[config.mk]
export PLATFORM = sky130hd
export DESIGN_NAME = ace_req_issuer
export DESIGN_NICKNAME = d
export VERILOG_FILES = /design/src/rtl/ace_pkg.sv /design/src/rtl/ace_resp_decode.sv /design/src/rtl/ace_req_issuer.sv
export SDC_FILE = /design/constraint.sdc
export NUM_CORES = 1
export LEC_CHECK = 0
export ABC_AREA = 1
export BUFFER_PORTS_ARGS = -buffer_cell sky130_fd_sc_hd__buf_2
export CAP_MARGIN = 20
export CELL_PAD_IN_SITES_DETAIL_PLACEMENT = 1
export CELL_PAD_IN_SITES_GLOBAL_PLACEMENT = 1
export CORE_AREA = 3 3 120 122
export DETAILED_ROUTE_END_ITERATION = 10
export DIE_AREA = 0 0 123 125
export GPL_ROUTABILITY_DRIVEN = 1
export PLACE_DENSITY = 0.81
export SYNTH_ARGS = -nofsm -noshare
export SYNTH_HDL_FRONTEND = slang
export SYNTH_SLANG_ARGS = --single-unit
[constraint.sdc]
create_clock -name clk -period 7.2 [get_ports clk]
set_input_delay 1.44 -clock clk [delete_from_list [all_inputs] [get_ports clk]]
set_output_delay 1.44 -clock clk [all_outputs]
set_load 0.02 [all_outputs]
[src/rtl/ace_pkg.sv]
// ace_pkg: shared types and ACE encodings for the coherent request issuer.
package ace_pkg;

    typedef enum logic [2:0] {
        LS_UC = 3'b001,
        LS_SC = 3'b010,
        LS_UD = 3'b011,
        LS_I  = 3'b100,
        LS_SD = 3'b101
    } line_state_t;

    localparam logic [3:0] ARSNOOP_READ_SHARED  = 4'b0001;
    localparam logic [3:0] ARSNOOP_READ_UNIQUE  = 4'b0111;
    localparam logic [3:0] ARSNOOP_CLEAN_UNIQUE = 4'b1011;

    localparam logic [1:0] ARDOMAIN_INNER = 2'b01;

    localparam int RRESP_IS_SHARED  = 3;
    localparam int RRESP_PASS_DIRTY = 2;

    typedef enum logic [1:0] {
        S_IDLE,
        S_ADDR,
        S_DATA,
        S_ACK
    } issuer_state_t;

endpackage

[src/rtl/ace_resp_decode.sv]
// ace_resp_decode: maps the issued snoop type and R-beat response to the new line state.
module ace_resp_decode
    import ace_pkg::*;
(
    input  logic [3:0]  arsnoop,
    input  logic [3:0]  rresp,
    input  logic        rlast,
    output line_state_t state,
    output logic        error
);

    logic shared;
    logic dirty;

    always_comb begin
        error  = (rresp[1:0] != 2'b00) || !rlast;
        shared = rresp[RRESP_IS_SHARED];
        dirty  = rresp[RRESP_PASS_DIRTY];
        // ReadUnique ignores IsShared; CleanUnique always ends unique-clean
        state  = error                                ? LS_I  :
                 (arsnoop == ARSNOOP_CLEAN_UNIQUE)    ? LS_UC :
                 (arsnoop == ARSNOOP_READ_UNIQUE)     ? (dirty ? LS_UD : LS_UC) :
                 (shared && dirty)                    ? LS_SD :
                 shared                               ? LS_SC :
                 dirty                                ? LS_UD : LS_UC;
    end

endmodule

[src/rtl/ace_req_issuer.sv]
// ace_req_issuer: turns cache-controller request pulses into ACE AR/R/RACK transactions
// with a response watchdog, returning fill data and the new line state.
module ace_req_issuer
    import ace_pkg::*;
#(
    parameter int ADDR_W      = 32,
    parameter int LINE_W      = 64,
    parameter int TIMEOUT_CYC = 256
) (
    input  logic              clk,
    input  logic              reset,
    input  logic              read_req,
    input  logic              write_req,
    input  logic              invalid_req,
    input  logic [ADDR_W-1:0] req_addr,
    output logic              busy,
    output logic              ace_ready,
    output logic              ace_error,
    output logic [LINE_W-1:0] rd_data,
    output logic [2:0]        resp_state,
    output logic [ADDR_W-1:0] araddr,
    output logic [3:0]        arsnoop,
    output logic [1:0]        ardomain,
    output logic              arvalid,
    input  logic              arready,
    input  logic              rvalid,
    output logic              rready,
    input  logic [LINE_W-1:0] rdata,
    input  logic [3:0]        rresp,
    input  logic              rlast,
    output logic              rack
);

    localparam int WD_W = $clog2(TIMEOUT_CYC + 1);

    issuer_state_t     state_q, state_d;
    logic [ADDR_W-1:0] araddr_q, araddr_d;
    logic [3:0]        arsnoop_q, arsnoop_d;
    logic [LINE_W-1:0] rd_data_q, rd_data_d;
    line_state_t       resp_state_q, resp_state_d, dec_state;
    logic              err_q, err_d, dec_err;
    logic [WD_W-1:0]   wd_q, wd_d;
    logic              any_req, beat, expire;

    ace_resp_decode u_decode (
        .arsnoop (arsnoop_q),
        .rresp   (rresp),
        .rlast   (rlast),
        .state   (dec_state),
        .error   (dec_err)
    );

    assign any_req = read_req | write_req | invalid_req;
    assign beat    = (state_q == S_DATA) && rvalid;
    // a beat arriving on the expiry cycle takes precedence over the abort
    assign expire  = (state_q == S_DATA) && !rvalid && (wd_q == WD_W'(TIMEOUT_CYC - 1));

    always_ff @(posedge clk or posedge reset) begin
        if (reset) state_q <= S_IDLE;
        else       state_q <= state_d;
    end

    always_comb begin
        state_d = state_q;
        case (state_q)
            S_IDLE:  state_d = any_req ? S_ADDR : S_IDLE;
            S_ADDR:  state_d = arready ? S_DATA : S_ADDR;
            S_DATA:  state_d = beat ? S_ACK : expire ? S_IDLE : S_DATA;
            default: state_d = S_IDLE;
        endcase
    end

    always_comb begin
        araddr_d     = araddr_q;
        arsnoop_d    = arsnoop_q;
        rd_data_d    = rd_data_q;
        resp_state_d = resp_state_q;
        err_d        = err_q;
        wd_d         = (state_q == S_DATA) ? wd_q + WD_W'(1) : '0;
        if (state_q == S_IDLE && any_req) begin
            araddr_d  = req_addr;
            arsnoop_d = invalid_req ? ARSNOOP_CLEAN_UNIQUE :
                        write_req   ? ARSNOOP_READ_UNIQUE  : ARSNOOP_READ_SHARED;
        end
        if (beat) begin
            rd_data_d    = (arsnoop_q == ARSNOOP_CLEAN_UNIQUE) ? rd_data_q : rdata;
            resp_state_d = dec_state;
            err_d        = dec_err;
        end
        if (expire) resp_state_d = LS_I;
    end

    always_ff @(posedge clk or posedge reset) begin
        if (reset) begin
            araddr_q     <= '0;
            arsnoop_q    <= '0;
            rd_data_q    <= '0;
            resp_state_q <= LS_I;
            err_q        <= 1'b0;
            wd_q         <= '0;
        end else begin
            araddr_q     <= araddr_d;
            arsnoop_q    <= arsnoop_d;
            rd_data_q    <= rd_data_d;
            resp_state_q <= resp_state_d;
            err_q        <= err_d;
            wd_q         <= wd_d;
        end
    end

    always_comb begin
        busy       = (state_q != S_IDLE);
        arvalid    = (state_q == S_ADDR);
        rready     = (state_q == S_DATA);
        rack       = (state_q == S_ACK);
        ace_ready  = rack || expire;
        ace_error  = (rack && err_q) || expire;
        resp_state = expire ? LS_I : resp_state_q;
        rd_data    = rd_data_q;
        araddr     = araddr_q;
        arsnoop    = arsnoop_q;
        ardomain   = ARDOMAIN_INNER;
    end

endmodule

Yosys cells after proc, flatten, opt, wreduce, memory -nomap -nowiden:

Index checks and enable logic that the tools add are counted.

* add/sub/neg operators: 1
* multiplexer cells: 17
* equality and inequality tests: 6
* shift operators: 0
* div/mod/pow operators: 0
* multipliers: 0
* reductions and logical operators: 16
* bitwise operators: 3
* order comparisons: 0

Operator list (count)
* two-way mux 3 bit: 9
* adder 9 x 1 -> 9 bit (second input constant): 1
* equality test 9 x 8 -> 1 bit (second input constant): 1
* two-way mux 9 bit: 1
* two-way mux 2 bit: 4
* logical AND 1 bit: 6
* case mux 2 bit (3 select lines): 1
* nonzero test 2 bit: 3
* equality test 2 bit (second input constant): 2
* equality test 4 x 3 -> 1 bit (second input constant): 1
* equality test 4 bit (second input constant): 1
* two-way mux 4 bit: 1
* logical OR 1 bit: 3
* equality test 2 x 1 -> 1 bit (second input constant): 1
* logical NOT 1 bit: 2
* logical NOT 2 bit: 1
* bitwise OR 1 bit: 2
* AND reduction 2 bit: 1
* two-way mux 1 bit: 1
* NOT 1 bit: 1

* memories kept: 0
* bits in read-only memories: 0
* memory bits (writable): 0
* output and inout bits: 111
* logic and storage cells: 50
* input bits: 108
* latch bits: 0
* register bits after elaboration: 115

Longest topological paths before layout:

Gate-level depths: netlist of run 1.

* word-level depth: 8
* gate-level depth with buffers: 9
* depth with buffers taken out: 9

Modules after synthesis:

A second synthesis of run 1 with hierarchy kept.

* cell total of the unflattened synthesis: 558
* area, all modules: 4775.8 um2

Modules (own cells, without submodules)
* ace_req_issuer: area each 4645.7 um2, sequential area each 2879.0 um2, cells each 532, instances 1
* ace_resp_decode: area each 130.1 um2, sequential area each 0.0 um2, cells each 26, instances 1

Least setup slack after synthesis of run 1:

No wires, ideal clock.

* path type: input to output
* from: input port rvalid
* to: output port resp_state[0]
* data required time: 5.760 ns
* cell stages on the path: 4
* arrival: 1.991 ns
* setup slack: 3.769 ns
* cells stage by stage: inv_1 -> nand3_1 -> inv_1 -> nor2_1

* longest elaborated chain between the ends: 4

RTL lines
* from (decl): line ace_req_issuer.sv:26 `input logic rvalid,`
* logical NOT 1 bit: line ace_req_issuer.sv:56 `assign expire = (state_q == S_DATA) && !rvalid && (wd_q == WD_W'(TIMEOUT_CYC - 1));`
* logical AND 1 bit (2 in series): line ace_req_issuer.sv:56
* two-way mux 3 bit: line ace_req_issuer.sv:118 `resp_state = expire ? LS_I : resp_state_q;`
* to (decl): line ace_req_issuer.sv:20 `output logic [2:0] resp_state,`

Every way passes these cells.

Worst setup path in the final report of run 1:

* from: input port rvalid
* to: output port resp_state[2]

Same word-level chain as after synthesis.

==> metrics.md, run 1 <==
| Metric | Value |
|---|---|
| 1st-iter DRT viols | `151` |
| # nets final | `867` |
| Worst R2R End | `rd_data[38]` |
| Die Ht | `125 um` |
| GP Congestion | `0.787` |
| Worst Max-Slew Pin Slew | `0.835 ns` |
| First-pass GRT wire length | `23800 um` |
| Seq cells post-synth | `115` |
| Setup Crit Path Kind | `in -> out` |
| Reg-to-reg slack, setup | `4.79 ns` |
| Vias/cell | `4.77` |
| Share of cells above drive strength 1 | `33.5%` |
| Worst vdd ir | `207 uV` |
| Start of the worst register-to-register path | `state_q[0]` |
| Leakage | `3.77 nW` |
| Highest routed layer | `met5` |
| Hold Violations, Final | `0` |
| CTS buffer count | `17` |
| Library cells used by synthesis | `24` |
| Commonest cells after routing, fill and taps aside | `nand2_1 (250), buf_2 (216), dfrtp_1 (114)` |
| Largest net degree at the start of global routing | `66` |
| Post-Syn Area | `4760 um2` |
| Met2 WL post-DR | `7330 um` |
| Post-Syn Instances | `545` |
| Final TNS setup | `0 ns` |
| Wl on met1 | `5600 um` |
| Crit path required time | `5.76 ns` |
| Detailed-placement wirelength estimate | `10900 um` |
| Crit path capture type | `output port` |
| H-tree depth | `4` |
| Maximum capacitance violations | `0` |
| Final wirelength | `14800 um` |
| Post-layout min period | `3.77 ns` |
| Post-Syn Nets | `657` |
| Clock Pin Slew Worst Setup and Hold Paths | `0.05 ns` |
| Wire length per cell | `15.7 um` |
| Status | `finished, final reports clean` |
| Hold-fix buffers, CTS | `0` |
| Initial core utilization | `35.8%` |
| Number of global-route vias before repair | `4892` |
| Total track usage | `19.7%` |
| Logic pwr share | `40.5%` |
| RSZ-0062 raised after global routing | `false` |
| Clock share of power | `25.3%` |
| Horiz. Die Dim | `123 um` |
| Port buffer count | `216` |
| Cell count of the worst reg-to-reg path | `8` |
| Area post-placement | `5920 um2` |
| Final slew viol count | `0` |
| Final setup viols | `0` |
| Postcts setup bufs | `0` |
| Core Box Area | `13300 um2` |
| TritonCTS clock tree | `done` |
| Sw frac | `41.8%` |
| DR pass1 iterations | `4` |
| Hold Path Stages | `2` |
| Clk Latency, worst-skew pair | `0.41 ns` |
| Psw | `1.31 mW` |
| Crit path DAT | `2.33 ns` |
| DIE AREA | `15400 um2` |
| Internal power consumption | `1.83 mW` |
| DRC Markers | `0` |
| Crit start category | `input port` |
| Commonest non-fill, non-tap cell in the layout | `nand2_1` |
| Period utilization | `52.3%` |
| Post-route ant nets | `0` |
| Initial antenna violation count | `1` |
| Clk buf depth | `2` |
| Seq/Total Area, Yosys | `60.4%` |
| WHS Endpoint | `rd_data[59]` |
| Total number of vias | `4506` |
| Tightest Hold Check Type | `reg -> reg` |
| Worst-path maximum fanout | `5` |
| PD cells | `485 nW/um2` |
| Routed wl met3 | `1470 um` |
| # IOs | `219` |
| Slew margin rel. | `44.3%` |
| Fmax | `266 MHz` |
| Std cell rows | `42` |
| Worst Clk Skew | `0.00875 ns` |
| Average cell area after synthesis | `8.74 um2` |
| Sequential Power Share | `34.2%` |
| GRT Residual Overflow | `0` |
| Clk sink count | `115` |
| Post-CTS sizing | `0` |
| Synth warnings | `0` |
| Hold path startpoint | `rd_data[59]` |
| Area grow syn2layout | `36.3%` |
| Final Cell Area | `6490 um2` |
| Root buffer cell | `clkbuf_16` |
-- synth_stat cells --
library cell / number / share of area, %
nand2_1: 252 / 20
dfrtp_1: 114 / 60
nand3_1: 74 / 7.8
inv_1: 24 / 1.9
nor2_1: 23 / 1.8
buf_4: 12 / 1.9
buf_2: 8 / 0.84
a21oi_1: 6 / 0.63
buf_6: 6 / 1.4
ha_1: 4 / 1.1
o21ai_0: 3 / 0.32
clkbuf_1: 2 / 0.16
conb_1: 2 / 0.16
inv_2: 2 / 0.16
nand2_2: 2 / 0.26
o211ai_1: 2 / 0.32
o22ai_1: 2 / 0.26
buf_1: 1 / 0.079
dfstp_2: 1 / 0.55
nor2_2: 1 / 0.13
nor3_1: 1 / 0.10
or2_1: 1 / 0.13
or2_2: 1 / 0.13
xor2_1: 1 / 0.18
-- final cells by class --
type / count / area [um2]
inverters: 26 / 100
fillers: 1645 / 6800
clock buffers: 27 / 523
flip-flops and latches: 115 / 2880
clock inverters: 4 / 45.0
multi-input cells: 375 / 1590
repair buffers: 220 / 1140
diodes: 1 / 2.50
well taps: 176 / 220
-- worst max-delay path: stages --
cell and delay [ns]:
buf_2 0.11, inv_1 0.12, nand3_1 0.18, inv_1 0.19, or2_1 0.12, buf_2 0.16
-- worst max path at each step --
| stage | end | depth (start not counted) | from | slack (ns) |
|---|---|---|---|---|
| after floorplan | araddr[0] | 1 | reset | 2.72 |
| after global placement | resp_state[2] | 6 | rvalid | 3.46 |
| after detailed placement | resp_state[2] | 6 | rvalid | 3.42 |
| after CTS | resp_state[2] | 6 | rvalid | 3.42 |
| after global routing | resp_state[2] | 6 | rvalid | 3.35 |
| final | resp_state[2] | 6 | rvalid | 3.43 |
-- power groups by stage --
| stage | sequential [mW] | clock [mW] | combinational [mW] |
|---|---|---|---|
| CTS | 1.08 | 0.818 | 1.30 |
| global placement | 1.07 | 0 | 1.23 |
| global route | 1.11 | 0.850 | 1.41 |
| detailed placement | 1.08 | 0 | 1.29 |
| finish | 1.08 | 0.797 | 1.27 |
| floorplan | 1.38 | 0 | 0.517 |
-- stage by stage --
step           hold WS, ns  utilization (%)  std cells  setup slack (ns)  power (mW)
2_1_floorplan        0.433                -        545              2.72        1.90
3_3_place_gp         0.446             44.3        910              3.46        2.30
3_5_place_dp         0.457             44.6        912              3.42        2.37
4_1_cts              0.472             48.8        943              3.42        3.19
5_1_grt              0.488             48.8        943              3.35        3.37
6_report             0.466             48.8        944              3.43        3.15
-- per-layer routing --
| metal | vias up | track usage [%] |
|---|---|---|
| li1 | 2115 | - |
| met1 | 2183 | 21.2 |
| met2 | 170 | 33.6 |
| met3 | 36 | 8.54 |
| met4 | 2 | 8.34 |
| met5 | - | 0 |
-- flip-flops by register name, summed over array words and instances (netlist names) --
register,cells
arsnoop,4
rd_data,64
err_q,1
resp_state_q,3
araddr,32
state_q,2
wd_q,9
-- logic make-up after synthesis --
logic type / share of synthesized area, %
AO/OA/AOI/OAI: 1.52
other: 0.158
XOR/XNOR: 0.184
buffers and inverters: 6.44
AND/OR/NAND/NOR: 30.2
flip-flops: 60.4
adder cells (fa/ha/maj): 1.05
Note: power is estimated with default switching activity, not from simulation.
==> run 2: changes to the inputs <==
--- a/config.mk
+++ b/config.mk
@@ -5,16 +5,16 @@
 export SDC_FILE = /design/constraint.sdc
 export NUM_CORES = 1
 export LEC_CHECK = 0
-export ABC_AREA = 1
+export ABC_AREA = 0
 export BUFFER_PORTS_ARGS = -buffer_cell sky130_fd_sc_hd__buf_2
 export CAP_MARGIN = 20
 export CELL_PAD_IN_SITES_DETAIL_PLACEMENT = 1
 export CELL_PAD_IN_SITES_GLOBAL_PLACEMENT = 1
-export CORE_AREA = 3 3 120 122
+export CORE_AREA = 3 3 124 126
 export DETAILED_ROUTE_END_ITERATION = 10
-export DIE_AREA = 0 0 123 125
+export DIE_AREA = 0 0 127 129
 export GPL_ROUTABILITY_DRIVEN = 1
-export PLACE_DENSITY = 0.81
+export PLACE_DENSITY = 0.72
 export SYNTH_ARGS = -nofsm -noshare
 export SYNTH_HDL_FRONTEND = slang
 export SYNTH_SLANG_ARGS = --single-unit
==> constraint.sdc (replaced) <==
create_clock -name clk -period 3.2 [get_ports clk]
set_input_delay 0.64 -clock clk [delete_from_list [all_inputs] [get_ports clk]]
set_output_delay 0.64 -clock clk [all_outputs]
set_load 0.02 [all_outputs]
==> run 2 against run 1 <==
  * Clock power up 140%
  * Final area down 1.0%
  * Register-to-register slack got worse by 4.1 ns
  * Power is 130% higher
  * Worst hold slack worse by 0.12 ns
  * Combinational power grew 120%
  * Critical path type is now reg -> out
  * Highest routed layer is now met4
==> metrics.md, run 2 <==
| Metric | Value |
|---|---|
| Status | `finished, final reports clean` |
| Worst Clk Skew | `0.00741 ns` |
| Compound-Gate Fraction of Synth Area | `2.90%` |
| Sw frac | `37.0%` |
| GRT Residual Overflow | `0` |
| Cell taking the most area after synthesis | `dfrtp_1` |
| PD cells | `1120 nW/um2` |
| Commonest cells after routing, fill and taps aside | `buf_2 (216), dfrtp_1 (114), mux2_1 (61)` |
| Top-count cell post-synth | `dfrtp_1` |
| Xor and xnor area share after synthesis | `0.765%` |
| Final wirelength | `11800 um` |
| Post-layout min period | `2.64 ns` |
| Leakage | `3.16 nW` |
| Post-Syn Instances | `306` |
| Tightest Hold Check Type | `in -> async` |
| Fill count | `1564` |
| Psw | `2.67 mW` |
| Final worst slack | `0.562 ns` |
| Seq cells post-synth | `115` |
| Logic pwr share | `38.7%` |
| Post-Syn Area | `4580 um2` |
| Simple-gate share of the synthesized area | `5.38%` |
| Initial antenna violation count | `0` |
| Clk sink count | `115` |
| DR pass1 iterations | `4` |
| Crit path capture type | `output port` |
| Number of global-route vias before repair | `3641` |
| GP Congestion | `0.749` |
| DRC Markers | `0` |
| DIE AREA | `16400 um2` |
| Ys async rst share | `100%` |
| RSZ-0062 raised after global routing | `false` |
| Multi-input logic area | `1560 um2` |
| Postcts setup bufs | `0` |
| Slew margin rel. | `36.9%` |
| CP peak stage delay | `0.39 ns` |
| Hold Violations, Final | `0` |
| M3 GR Usage | `7.18%` |
| Crit path required time | `2.56 ns` |
| Final slew viol count | `0` |
| Share of cells above drive strength 1 | `53.2%` |
| Post-route ant nets | `0` |
| Grt peak-use layer | `met2` |
| Post-synth top area share | `62.3%` |
| EDFF count, synth | `0` |
| 1st-iter DRT viols | `106` |
| Total track usage | `14.2%` |
| Post-CTS sizing | `0` |
| Library cells used by synthesis | `36` |
| Root buffer cell | `clkbuf_16` |
| Std cell rows | `44` |
| First-pass GRT wire length | `18100 um` |
| Final TNS setup | `0 ns` |
| Largest family of logic cells by synthesized area | `multiplexers` |
| Worst-path maximum fanout | `4` |
| Period utilization | `82.4%` |
| Adder-Cell Fraction of Synth Area | `1.09%` |
| Clk buf depth | `2` |
| Slowest CP cell | `dfrtp_1` |
| Dominant synthesized flop cell | `dfrtp_1` |
| Area grow syn2layout | `40.3%` |
| Setup Slack @ Placement | `0.656 ns` |
| Vias/cell | `4.60` |
| Worst Max-Slew Pin Slew | `0.947 ns` |
| Critical-path cell list | `ha_1, nand3_1, nor2_1, ha_1, nand2b_1, nor2b_1, nor2b_1, buf_2` |
| Setup Crit Path Kind | `reg -> out` |
| Port buffer count | `216` |
| Fmax | `379 MHz` |
| Seq/Total Area, Yosys | `62.9%` |
| Maximum capacitance violations | `0` |
| Total number of vias | `3351` |
| Die Ht | `129 um` |
| Clock share of power | `26.6%` |
| # IOs | `219` |
| Worst vdd ir | `521 uV` |
| H-tree depth | `4` |
| Hold Worst Slack | `0.349 ns` |
| Horiz. Die Dim | `127 um` |
| Core Box Area | `14400 um2` |
| Post-synth top cells | `dfrtp_1 (114), mux2_1 (61), mux2_2 (35), nor2_1 (10), o21ai_0 (9)` |
| Largest net degree at the start of global routing | `65` |
| Initial core utilization | `31.8%` |
| TritonCTS clock tree | `done` |
| Clock Pin Slew Worst Setup and Hold Paths | `0.05 ns` |
| FF/Latch Area | `2880 um2` |
| Max FFs per register | `64` |
| Clk Latency, worst-skew pair | `0.41 ns` |
| Post-Syn Nets | `418` |
| # nets final | `644` |
| Synth warnings | `0` |
| Sequential Power Share | `34.7%` |
| Final setup viols | `0` |
| CTS buffer count | `17` |
| Crit path DAT | `2.00 ns` |
| Detailed-placement wirelength estimate | `8900 um` |
| Synth area leaders | `dfrtp_1 (62%), mux2_1 (15%), mux2_2 (8.6%)` |
| Crit start category | `flop` |
| Mux contribution to synthesized area | `23.8%` |
| Final core occ | `44.6%` |
| Commonest non-fill, non-tap cell in the layout | `buf_2` |
| Wire length per cell | `16.2 um` |
| Hold-fix buffers, CTS | `0` |
| Met2 Usage GRT | `23.6%` |
| N_diodes | `0` |
| Met1 usage | `15.4%` |
| Internal power consumption | `4.55 mW` |
| Average cell area after synthesis | `15.0 um2` |
run 2: layer usage:
metal / routed length [um] / vias up
met4: 211 / 0
li1: - / 1524
met3: 1220 / 19
met5: 0 / -
met1: 4590 / 1645
met2: 5760 / 163
run 2: cell type report:
type / count / area share (%)
sequential: 115 / 44.8
multi-input combinational: 171 / 24.3
timing repair buffer: 219 / 17.4
clock buffer: 23 / 7.44
tap: 184 / 3.58
clock inverter: 9 / 1.99
inverter: 8 / 0.526
run 2: worst paths after layout:
path                       startpoint           to  slack, ns  depth (start not counted)
min in group clk            rdata[19]  rd_data[19]       0.44                          2
setup reg to reg           state_q[0]  rd_data[32]       0.73                          4
setup / recovery              wd_q[0]    ace_ready       0.56                          8
hold reg to reg               wd_q[0]      wd_q[0]       0.46                          1
hold / removal                  reset  rd_data[18]       0.35                          2
max in group asynchronous       reset   araddr[24]       2.01                          3
run 2: cells by family after synthesis:
family	after synthesis
compound gates	21
xor+xnor	4
fa+ha+maj	4
buf+inv	20
flops	115
mux	97
other cells	2
simple gates	43
run 2: power by group through the flow:
stage	combinational, mW	clock, mW	sequential (mW)
finish	2.79	1.92	2.50
global route	3.00	2.05	2.59
CTS	2.86	1.98	2.52
detailed placement	2.85	0	2.53
global placement	2.77	0	2.48
floorplan	1.05	0	3.29
run 2: metrics by stage:
stage                     cell area [um2]  cells  total power [mW]
after global routing                 6430    729              7.64
final                                6430    729              7.22
after CTS                            6430    729              7.35
after detailed placement             5820    697              5.38
after global placement               5820    697              5.25
after floorplan                      4580    306              4.34
run 2: critical path, delay by kind of cell, from the launching register on:
kind	cells	cell delay, ns
and+or+nand+nor	5	0.56
DFF	1	0.39
buffers and inverters	1	0.16
adders and majority gates	2	0.47
